### config.mk
export PLATFORM = sky130hd
export DESIGN_NAME = mac_sequencer
export DESIGN_NICKNAME = d
export VERILOG_FILES = /design/src/rtl/mac_sequencer_pkg.sv /design/src/rtl/mac_sequencer_delay_line.sv /design/src/rtl/mac_sequencer.sv
export SDC_FILE = /design/constraint.sdc
export NUM_CORES = 1
export LEC_CHECK = 0
export ABC_AREA = 1
export CAP_MARGIN = 5
export CORE_MARGIN = 4
export CORE_UTILIZATION = 35
export CTS_CLUSTER_DIAMETER = 30
export DETAILED_ROUTE_END_ITERATION = 16
export GPL_TIMING_DRIVEN = 0
export PLACE_DENSITY = 0.68
export SKIP_CTS_REPAIR_TIMING = 1
export SLEW_MARGIN = 25
export SYNTH_ARGS = -nofsm -noshare
export SYNTH_HDL_FRONTEND = slang
export SYNTH_SLANG_ARGS = --single-unit
### constraint.sdc
create_clock -name CLK -period 1.6 [get_ports CLK]
set_input_delay 0.32 -clock CLK [delete_from_list [all_inputs] [get_ports CLK]]
set_output_delay 0.32 -clock CLK [all_outputs]
set_load 0.02 [all_outputs]
### src/rtl/mac_sequencer_pkg.sv
// Shared definitions for the MAC sequencer: state encoding and default sizing.
package mac_sequencer_pkg;

  localparam int ADDR_W_DEF   = 4;
  localparam int PIPE_LAT_DEF = 2;
  localparam int STATE_W      = 3;

  // Fixed encoding; downstream checkers decode STATE_DBG_OUT with these values.
  typedef enum logic [STATE_W-1:0] {
    ST_IDLE  = 3'd0,
    ST_CLEAR = 3'd1,
    ST_ISSUE = 3'd2,
    ST_DRAIN = 3'd3,
    ST_DONE  = 3'd4
  } state_e;

  // BUSY covers every state that belongs to a job except the DONE pulse.
  function automatic logic is_busy(input state_e s);
    return (s == ST_CLEAR) || (s == ST_ISSUE) || (s == ST_DRAIN);
  endfunction

endpackage

### src/rtl/mac_sequencer_delay_line.sv
// PIPE_LAT-deep 1-bit shift register with enable and synchronous active-low
// clear; tracks operand-valid through the multiplier pipeline.
module mac_delay_line #(
  parameter int DEPTH = 2
) (
  input  logic clk,
  input  logic rst_n,
  input  logic en,
  input  logic din,
  output logic dout
);

  logic [DEPTH-1:0] sr_q;
  logic [DEPTH-1:0] sr_d;

  // Shift one stage per enabled cycle; hold otherwise.
  generate
    if (DEPTH == 1) begin : g_one
      always_comb begin
        sr_d = sr_q;
        if (en) sr_d = din;
      end
    end else begin : g_many
      always_comb begin
        sr_d = sr_q;
        if (en) sr_d = {sr_q[DEPTH-2:0], din};
      end
    end
  endgenerate

  // Register the shift chain; clear has priority over enable.
  always_ff @(posedge clk) begin
    if (!rst_n) sr_q <= '0;
    else        sr_q <= sr_d;
  end

  assign dout = sr_q[DEPTH-1];

endmodule

### src/rtl/mac_sequencer.sv
// Dot-product job sequencer: clears the accumulator, issues operand addresses
// 0..N-1, aligns accumulate-enable with the multiplier latency, pulses DONE.
//
// Control protocol: START_IN is a request sampled only in IDLE and only on a
// run-cycle (RUN_IN=1); there is no ready/ack, a request outside IDLE is simply
// dropped. RUN_IN=0 freezes every register and gates the pulse outputs low.
module mac_sequencer
  import mac_sequencer_pkg::*;
#(
  parameter int ADDR_W   = ADDR_W_DEF,
  parameter int PIPE_LAT = PIPE_LAT_DEF
) (
  input  logic              CLK,
  input  logic              RESET_IN,
  input  logic              START_IN,
  input  logic              RUN_IN,
  input  logic [ADDR_W:0]   LEN_IN,
  output logic [ADDR_W-1:0] ADDR_OUT,
  output logic              ISSUE_OUT,
  output logic              CLR_OUT,
  output logic              ACC_EN_OUT,
  output logic              STALL_OUT,
  output logic              BUSY_OUT,
  output logic              DONE_OUT,
  output logic [STATE_W-1:0] STATE_DBG_OUT
);

  localparam logic [ADDR_W:0] MAX_LEN    = {1'b1, {ADDR_W{1'b0}}};
  localparam logic [ADDR_W:0] LEN_ONE    = {{ADDR_W{1'b0}}, 1'b1};
  localparam logic [3:0]      DRAIN_INIT = 4'(PIPE_LAT - 1);

  state_e            state_q, state_d;
  logic [ADDR_W:0]   len_q, len_d;
  logic [ADDR_W-1:0] addr_q, addr_d;
  logic [3:0]        drain_q, drain_d;
  logic              issue_q, issue_d;
  logic              clr_q, clr_d;
  logic              busy_q, busy_d;
  logic              done_q, done_d;
  logic [ADDR_W:0]   last_addr;
  logic              acc_pre;

  // Comparing against len-1 (not incrementing past it) keeps N=2^ADDR_W from wrapping.
  assign last_addr = len_q - LEN_ONE;

  // Next-state, address and drain-counter logic; nothing moves on a frozen cycle.
  always_comb begin
    state_d = state_q;
    len_d   = len_q;
    addr_d  = addr_q;
    drain_d = drain_q;
    if (RUN_IN) begin
      unique case (state_q)
        ST_IDLE: begin
          if (START_IN) begin
            len_d   = (LEN_IN > MAX_LEN) ? MAX_LEN : LEN_IN;
            addr_d  = '0;
            state_d = ST_CLEAR;
          end
        end
        ST_CLEAR: begin
          addr_d = '0;
          if (len_q == '0) begin
            drain_d = DRAIN_INIT;
            state_d = ST_DRAIN;
          end else begin
            state_d = ST_ISSUE;
          end
        end
        ST_ISSUE: begin
          if ({1'b0, addr_q} == last_addr) begin
            drain_d = DRAIN_INIT;
            state_d = ST_DRAIN;
          end else begin
            addr_d = addr_q + 1'b1;
          end
        end
        ST_DRAIN: begin
          if (drain_q == 4'd0) state_d = ST_DONE;
          else                 drain_d = drain_q - 4'd1;
        end
        ST_DONE: begin
          addr_d  = '0;
          state_d = ST_IDLE;
        end
        default: state_d = ST_IDLE;
      endcase
    end
  end

  // Output flags are decoded from the next state so they register with it.
  always_comb begin
    issue_d = (state_d == ST_ISSUE);
    clr_d   = (state_d == ST_CLEAR);
    done_d  = (state_d == ST_DONE);
    busy_d  = is_busy(state_d);
  end

  // State and registered outputs; synchronous active-low reset aborts any job.
  always_ff @(posedge CLK) begin
    if (!RESET_IN) begin
      state_q <= ST_IDLE;
      len_q   <= '0;
      addr_q  <= '0;
      drain_q <= '0;
      issue_q <= 1'b0;
      clr_q   <= 1'b0;
      busy_q  <= 1'b0;
      done_q  <= 1'b0;
    end else begin
      state_q <= state_d;
      len_q   <= len_d;
      addr_q  <= addr_d;
      drain_q <= drain_d;
      issue_q <= issue_d;
      clr_q   <= clr_d;
      busy_q  <= busy_d;
      done_q  <= done_d;
    end
  end

  // The ungated issue flag feeds the delay line, so a frozen issue is not lost.
  mac_delay_line #(
    .DEPTH (PIPE_LAT)
  ) u_delay (
    .clk   (CLK),
    .rst_n (RESET_IN),
    .en    (RUN_IN),
    .din   (issue_q),
    .dout  (acc_pre)
  );

  assign ADDR_OUT      = addr_q;
  assign ISSUE_OUT     = issue_q & RUN_IN;
  assign CLR_OUT       = clr_q & RUN_IN;
  assign ACC_EN_OUT    = acc_pre & RUN_IN;
  assign DONE_OUT      = done_q & RUN_IN;
  assign BUSY_OUT      = busy_q;
  assign STALL_OUT     = busy_q & ~RUN_IN;
  assign STATE_DBG_OUT = state_q;

endmodule

==> flow_summary.toml, run 1 <==
[status]
status = "finished with violations"
violations = "negative setup slack"

[power]
ir_drop_uv = 664.7
leakage_nw = 0.9251
pwr_density_cell_nw_per_um2 = 694.9
finalPower_mw = 1.164

[clock_tree]
root_buffer = "clkbuf_4"
cts_buffers = 3
clk_path_buf_depth = 2
htree_levels = 1
cts_tree = "built"
cts.clk_slew.worst_paths_ps = 130
cts_sinks = 22
clkLatencyLatePin_ps = 320

[worst_setup_path]
start_kind = "register"
path_delay_family = "simple AND/OR/NAND/NOR gates"
cp_num_cells = 13
rr_worst_depth = 13
crit_end = "drain_q[1]"
cpMaxStageDelayCell = "dfxtp_2"
r2r-start = "len_q[0]"
crit_buf_inv = 2
r2r_end = "drain_q[1]"
crit_fanout = 5
cp_cell_sequence = "inv_2 > ha_4 > inv_2 > nand2_2 > nand2_1 > nor2_1 > nand2_1 > nor2_4 > nand2_4 > nand2_4 > nand2_4 > o21ai_2 > nor2_1"
cpMostUsedCell = "nand2_4"
r2r_setup_slack_ps = -90
end_kind = "register"
critical_path_required_ps = 1800
critical_path_class = "register to register"
cp-startpoint = "len_q[0]"
max_stage_delay_ps = 370
critPathArrivalTime_ps = 1890

[routing]
drtAntennaViolNets = 0
vias = 1201
finalWirelength_um = 2681
firstDrtPassIters = 4
drcViolationCount = 0
drt-wirelength-per-cell_um = 10.16
viasPerCell = 4.549
drt-initial-drc-count = 31

[logic_synthesis]
synth_area_um2 = 1257
synth_common_cells = "nand2_1, inv_1, nor2_1"
yosysMostFrequentCell = "nand2_1"
synth_warnings = 0
synth_edf_count = 0
yosys.cell_types.count = 27
yosysTopAreaCell = "dfxtp_1"
synth_nets = 200
ys.flop_type = "dfxtp_1"
synth_seq_cells = 22
yosys.area.top_type_share_pct = 35.02
avgSynthCellArea_um2 = 6.689
yosys-top-cells-area = "dfxtp_1, nand2_1, inv_1"
async_flop_share_pct = 0
synth_cells = 188
ys_seq_area_share_pct = 35.02

[worst_hold_path]
worstHoldStart = "u_delay.sr_q[0]"
min_path_cells = 2
hold_class = "register to register"

[final_layout]
fin_util_pct = 49.05
nNetsFinal = 231
fin_cells = 264
drive_gt1_share_pct = 21.56
antennaDiodeCount = 0
area_growth_pct = 33.23
fillerInstances = 369

[global_route]
grt-ovfl-total = 0
first_global_vias = 1081
grt_max_degree = 13
grt_usage_pct = 12.47
antenna_found_initial = 0
grt_pass1_wl_um = 4478

[flow_run]
maxCapViolations = 0

[floorplan]
die_height_um = 67.94
initial_core_util_pct = 36.81
coreArea_um2 = 3416
dieArea_um2 = 4616
fp-row-count = 21
die_x_um = 67.94
pin_count = 22

[placement]
port_buffers = 21
dp_cells = 255
hpwl_um = 1963
routabilityCongestion = 0.7792

[sta]
layout_setup_ws_ps = -93.41
slew_viol_final = 0
rsz0062_at_grt = "yes"
skew_ps = 8.851
tns_ps = -457.3
timing.final.crit_share_pct = 105.8
hold_violations = 0
fmax_mhz = 590.5
max-slew-margin-rel_pct = 67.34
tightest_slew_ps = 489.9
setup_violations = 12
period_minus_slack_ps = 1693
sequential cells by signal, summed over array words and instances, names as in the netlist, 2 cells and up:
register and flops:
ADDR_OUT 4, STATE_DBG_OUT 3, drain_q 4, len_q 5, u_delay.sr_q 2
worst register-to-register path, cell delays in order (launching register included):
cell	delay, ps
dfxtp_2	370
inv_2	60
ha_4	270
inv_2	30
nand2_2	50
nand2_1	50
nor2_1	80
nand2_1	90
nor2_4	170
nand2_4	70
nand2_4	80
nand2_4	70
o21ai_2	130
nor2_1	50
cell families (layout without fill, tap and decap cells):
logic type	count (synthesis)	count (layout)	share of synthesized area (%)
AO/OA/AOI/OAI	24	24	11.64
buffers and inverters	35	65	11.04
adder cells (fa/ha/maj)	3	3	2.985
XOR/XNOR	4	4	2.787
flip-flops	22	22	35.02
AND/OR/NAND/NOR	100	100	36.52
final cells by class:
type	count	area [um2]	area share [%]
plain buffers	2	15.01	0.8962
clock buffers	4	36.28	2.166
inverters	33	123.9	7.394
multi-input cells	131	747.0	44.59
flip-flops and latches	22	442.9	26.44
well taps	46	57.56	3.435
repair buffers	26	252.7	15.09
per-stage QoR:
step           instance area [um2]  setup WS (ps)  hold WS, ps
6_report                      1675         -93.41        475.7
5_1_grt                       1675         -231.7        510.9
4_1_cts                       1562         -410.2        477.9
3_5_place_dp                  1525         -400.5        459.0
3_3_place_gp                  1525         -417.5        452.3
2_1_floorplan                 1257          79.35        436.6
power by group:
group,internal [mW],switching [mW],total [mW]
clock,0.139,0.174,0.313
sequential,0.571,0.0180,0.589
combinational,0.110,0.152,0.262
how the worst min path moves through the flow:
stage / endpoint / slack, ps
2_1_floorplan: STATE_DBG_OUT[2] / 440
3_3_place_gp: u_delay.sr_q[0] / 450
3_5_place_dp: len_q[1] / 460
4_1_cts: len_q[1] / 480
5_1_grt: u_delay.sr_q[0] / 510
6_report: u_delay.sr_q[0] / 480
metal layers:
metal  GRT usage, %  up-vias  routed length (um)
li1               -      646                   -
met2          20.22       15                1233
met1          16.14      538                1322
met3          2.956        2                 105
met5              0        -                   0
met4          4.218        0                  20
layout by cell type, fill, tap and decap left out, drive strengths merged, types with 4 or more instances in the layout:
master,netlist,routed
dfxtp,22,22
o21ai,4,4
a21oi,15,15
clkdlybuf4s50,0,8
nand3,15,15
buf,1,7
inv,33,33
nor2,27,27
dlymetal6s2s,0,9
clkbuf,1,8
nand2,54,54
Power figures use the tool's default switching activity.
==> run 2: changes to the inputs <==
==> constraint.sdc (replaced) <==
create_clock -name CLK -period 1.74 [get_ports CLK]
set_input_delay 0.348 -clock CLK [delete_from_list [all_inputs] [get_ports CLK]]
set_output_delay 0.348 -clock CLK [all_outputs]
set_load 0.02 [all_outputs]
==> run 2 against run 1 <==
The run now ends clean. Cell count fell by 0.76%. Power fell by 8.3%. Sequential share of layout area fell by 0.22 points. Register-to-register slack improved by 130 ps. Largest cell class unchanged. Critical endpoint unchanged. Fmax fell by 0.48%. Global-route usage did not move. Critical path type unchanged. Die area did not move. Clock power fell by 8.6%.
==> flow_summary.toml, run 2 (synthesized netlist as in run 1, its figures left out) <==
[worst_setup_path]
max_stage_delay_ps = 370
r2r-start = "len_q[0]"
rr_worst_depth = 13
end_kind = "register"
start_kind = "register"
critical_path_class = "register to register"
path_delay_family = "simple AND/OR/NAND/NOR gates"
crit_fanout = 5
cpMostUsedCell = "nand2_4"
cpMaxStageDelayCell = "dfxtp_2"
critical_path_required_ps = 1940
critPathArrivalTime_ps = 1900
r2r_end = "drain_q[1]"
r2r_setup_slack_ps = 40
crit_buf_inv = 2
cp_cell_sequence = "inv_2 > ha_4 > inv_2 > nand2_2 > nand2_1 > nor2_1 > nand2_1 > nor2_4 > nand2_4 > nand2_4 > nand2_4 > o21ai_2 > nor2_1"

[global_route]
grt_usage_pct = 12.47
grt-ovfl-total = 0
grt_max_degree = 13
antenna_found_initial = 0
first_global_vias = 1081
grt_pass1_wl_um = 4478

[final_layout]
final_cell_mix = "nand2_1, inv_1, nor2_1"
area_growth_pct = 34.33
fillerInstances = 367
nNetsFinal = 229
top_register = "len_q"
largest_register_ffs = 5
antennaDiodeCount = 0
seqCellArea_um2 = 442.9
multi_input_area_um2 = 758.2
drive_gt1_share_pct = 21.30
final_common_cell = "nand2_1"
fin_util_pct = 49.45

[routing]
finalWirelength_um = 2709
drcViolationCount = 0
met3_length_um = 114
drt-wirelength-per-cell_um = 10.34
drtAntennaViolNets = 0
routed.top_layer = "met4"
wl_met2_um = 1264
wl_met1_um = 1300
firstDrtPassIters = 4
drt-initial-drc-count = 38
vias = 1210
viasPerCell = 4.618

[worst_hold_path]
min_path_cells = 2
hold_path_end = "u_delay.sr_q[0]"
worstHoldStart = "u_delay.sr_q[0]"
hold_class = "register to register"

[clock_tree]
root_buffer = "clkbuf_4"
cts.clk_slew.worst_paths_ps = 120
cts_tree = "built"
htree_levels = 1
clk_path_buf_depth = 2
clkLatencyLatePin_ps = 320
cts_sinks = 22
cts_buffers = 3

[sta]
hold_violations = 0
skew_ps = 7.218
setup_violations = 0
rsz0062_at_grt = "yes"
layout_setup_ws_ps = 38.37
slew_viol_final = 0
period_minus_slack_ps = 1702
max-slew-margin-rel_pct = 64.59
timing.final.crit_share_pct = 97.80
tightest_slew_ps = 531.1
fmax_mhz = 587.7

[floorplan]
die_height_um = 67.94
coreArea_um2 = 3416
fp-row-count = 21
dieArea_um2 = 4616
pin_count = 22
initial_core_util_pct = 36.81
die_x_um = 67.94

[placement]
port_buffers = 21
pre_cts_ws_ps = -316.5
hpwl_um = 1963
routabilityCongestion = 0.7792

[power]
ir_drop_uv = 519.6
leakage_nw = 0.9492
pwr_density_cell_nw_per_um2 = 632.0

[status]
status = "completed"

[flow_run]
maxCapViolations = 0
-- run 2: changes by cell type in the layout (fill, tap and decap cells not counted) --
cell / previous run / this run
dlymetal6s2s_1: 9 / 11
nand2_1: 43 / 40
nand2_2: 6 / 9
buf_4: 6 / 3
clkbuf_2: 3 / 1
a21oi_2: 2 / 3
clkdlybuf4s50_1: 8 / 9
a21oi_1: 12 / 11
-- run 2: tightest hold or removal path, delay by kind of cell, from the launching register on --
family	cells	cell delay, ps
AND/OR/NAND/NOR	1	60
AO/OA/AOI/OAI	1	50
flip-flops	1	330
-- run 2: report_power, final --
part	internal [mW]	switching [mW]
logic	0.100	0.140
clock network	0.128	0.158
registers	0.525	0.0167
total	0.753	0.314
-- run 2: final cells by class --
type	count	area share, %
Clock buffer	4	2.148
Sequential cell	22	26.22
Buffer	2	0.8889
Multi-Input combinational cell	131	44.89
Inverter	33	7.333
Tap cell	46	3.407
Timing Repair Buffer	24	15.11
-- run 2: per-stage QoR --
step	std cells	instance area [um2]	hold slack (ps)	TNS, ps	power, mW
2_1_floorplan	188	1257	440.5	0	0.6997
3_3_place_gp	255	1525	452.3	-1544	0.7699
3_5_place_dp	255	1525	459.0	-1590	0.7717
4_1_cts	259	1562	477.9	-1679	1.060
5_1_grt	262	1689	510.9	-496.9	1.133
6_report	262	1689	476.0	0	1.068
-- run 2: worst max path at each step --
| stage | end | start | slack [ps] | cells past startpoint |
|---|---|---|---|---|
| 6_report | drain_q[1] | len_q[0] | 40 | 13 |
| 5_1_grt | drain_q[1] | len_q[0] | -100 | 13 |
| 4_1_cts | ISSUE_OUT | RUN_IN | -330 | 5 |
| 3_5_place_dp | ISSUE_OUT | RUN_IN | -320 | 5 |
| 3_3_place_gp | ISSUE_OUT | RUN_IN | -330 | 5 |
| 2_1_floorplan | drain_q[1] | len_q[0] | 220 | 12 |
-- run 2: routing by layer --
layer | GRT usage, % | vias up
met2 | 20.22 | 23
li1 | - | 645
met4 | 4.218 | 0
met3 | 2.956 | 7
met1 | 16.14 | 535
met5 | 0 | -
==> run 3: changes to the inputs <==
--- a/config.mk
+++ b/config.mk
@@ -13,6 +13,7 @@
 export DETAILED_ROUTE_END_ITERATION = 16
 export GPL_TIMING_DRIVEN = 0
 export PLACE_DENSITY = 0.68
+export REMOVE_ABC_BUFFERS = 1
 export SKIP_CTS_REPAIR_TIMING = 1
 export SLEW_MARGIN = 25
 export SYNTH_ARGS = -nofsm -noshare
==> run 3 against run 2 <==
Final area up 0.44%. Setup slack worse by 20 ps. Power up 11%. First-iteration DRC count down 18%.
==> flow_summary.toml, run 3 (synthesized netlist as in run 1, its figures left out) <==
[global_route]
grt-ovfl-total = 0
top_usage_layer = "met2"
use_met1_pct = 15.59
antenna_found_initial = 0
first_global_vias = 1054
grt_usage_pct = 12.05
grt_use_met2_pct = 20.34
grt_max_degree = 17
gr-usage-met3_pct = 3.448
grt_pass1_wl_um = 4360

[placement]
port_buffers = 21
hpwl_um = 1952
routabilityCongestion = 0.7869

[sta]
slew_viol_final = 0
tns_ps = 0
max-slew-margin-rel_pct = 63.32
fmax_mhz = 580.9
hold_violations = 0
timing.final.crit_share_pct = 98.94
rsz0062_at_grt = "yes"
tightest_slew_ps = 549.6
setup_violations = 0
period_minus_slack_ps = 1722
skew_ps = 4.296

[power]
power.share.clock_pct = 34.1
p_sw_share_pct = 27.87
power_frac_comb_pct = 20.3
pwr_density_cell_nw_per_um2 = 700.1
p_switching_uw = 331.0
p_seq_share_pct = 45.6
finalPower_mw = 1.188
p_int_uw = 856.8
leakage_nw = 0.9406
ir_drop_uv = 510.8

[clock_tree]
cts.clk_slew.worst_paths_ps = 130
cts_sinks = 22
htree_levels = 1
clk_path_buf_depth = 2
clkLatencyLatePin_ps = 320
cts_buffers = 3
root_buffer = "clkbuf_4"
cts_tree = "built"

[routing]
drt-wirelength-per-cell_um = 10.48
firstDrtPassIters = 4
drcViolationCount = 0
finalWirelength_um = 2705
vias = 1194
drtAntennaViolNets = 0
viasPerCell = 4.628
drt-initial-drc-count = 31

[final_layout]
drive_gt1_share_pct = 21.23
largest_register_ffs = 5
top_register = "len_q"
antennaDiodeCount = 0
nNetsFinal = 225
area_growth_pct = 34.93
fillerInstances = 349
final_cell_mix = "nand2_1, inv_1, nor2_1"
final_common_cell = "nand2_1"

[status]
status = "completed"

[worst_setup_path]
crit_buf_inv = 2
path_delay_family = "buffers and inverters"
start_kind = "register"
critical_path_required_ps = 1390
cp_cell_sequence = "nand2_1 > inv_1 > clkdlybuf4s50_1"
end_kind = "primary output"
critical_path_class = "register to primary output"
critPathArrivalTime_ps = 1370
crit_fanout = 2
cpMaxStageDelayCell = "clkdlybuf4s50_1"
max_stage_delay_ps = 590

[floorplan]
fp-row-count = 21
pin_count = 22
dieArea_um2 = 4616
die_height_um = 67.94
initial_core_util_pct = 36.81
coreArea_um2 = 3416
die_x_um = 67.94

[flow_run]
maxCapViolations = 0

[worst_hold_path]
hold_class = "input pin to register"
[run 3: cell types whose count changed in the layout (fill, tap and decap cells not counted), sizes merged]
cell    delta
clkbuf     -3
bufinv     +1
buf        -2
[run 3: tightest hold or removal path: stages]
cell and delay, ps:
buf_2 180, nand2_4 130, a21oi_2 50
[run 3: routing by layer]
layer / share of wire (%) / wire [um]
met5: 0 / 0
met4: 1.3 / 34
met3: 4.0 / 108
met2: 47 / 1282
met1: 47 / 1280
[run 3: stage by stage]
step	setup WS [ps]	std cells	utilization (%)	cell area, um2	hold WS (ps)
finish	18.44	258	49.67	1697	419.2
global route	-73.76	258	49.67	1697	429.5
CTS	-502.4	257	45.75	1563	477.9
detailed placement	-496.7	253	44.21	1510	458.2
global placement	-498.9	253	44.21	1510	459.6
floorplan	217.7	186	-	1242	440.5
[run 3: final timing paths]
kind                                       from          endpoint  slack, ps  depth (start not counted)
worst min register to register  u_delay.sr_q[0]   u_delay.sr_q[0]        480                          2
worst min-delay path                     RUN_IN  STATE_DBG_OUT[0]        420                          3
worst max-delay path                    issue_q         ISSUE_OUT         20                          3
worst max register to register         len_q[0]          BUSY_OUT         60                         14
[run 3: power groups by stage]
| stage | logic [mW] | clock network (mW) | registers, mW |
|---|---|---|---|
| 2_1_floorplan | 0.134 | 0 | 0.560 |
| 3_3_place_gp | 0.212 | 0 | 0.553 |
| 3_5_place_dp | 0.214 | 0 | 0.553 |
| 4_1_cts | 0.215 | 0.406 | 0.542 |
| 5_1_grt | 0.270 | 0.432 | 0.545 |
| 6_report | 0.242 | 0.405 | 0.542 |
[run 3: layout make-up]
| class | count | area, um2 | area share, % |
|---|---|---|---|
| clock buffers | 3 | 22.52 | 1.327 |
| clock inverters | 1 | 30.03 | 1.770 |
| inverters | 33 | 123.9 | 7.301 |
| multi-input cells | 131 | 775.7 | 45.72 |
| flip-flops and latches | 22 | 442.9 | 26.11 |
| well taps | 46 | 57.56 | 3.392 |
| repair buffers | 22 | 244.0 | 14.38 |
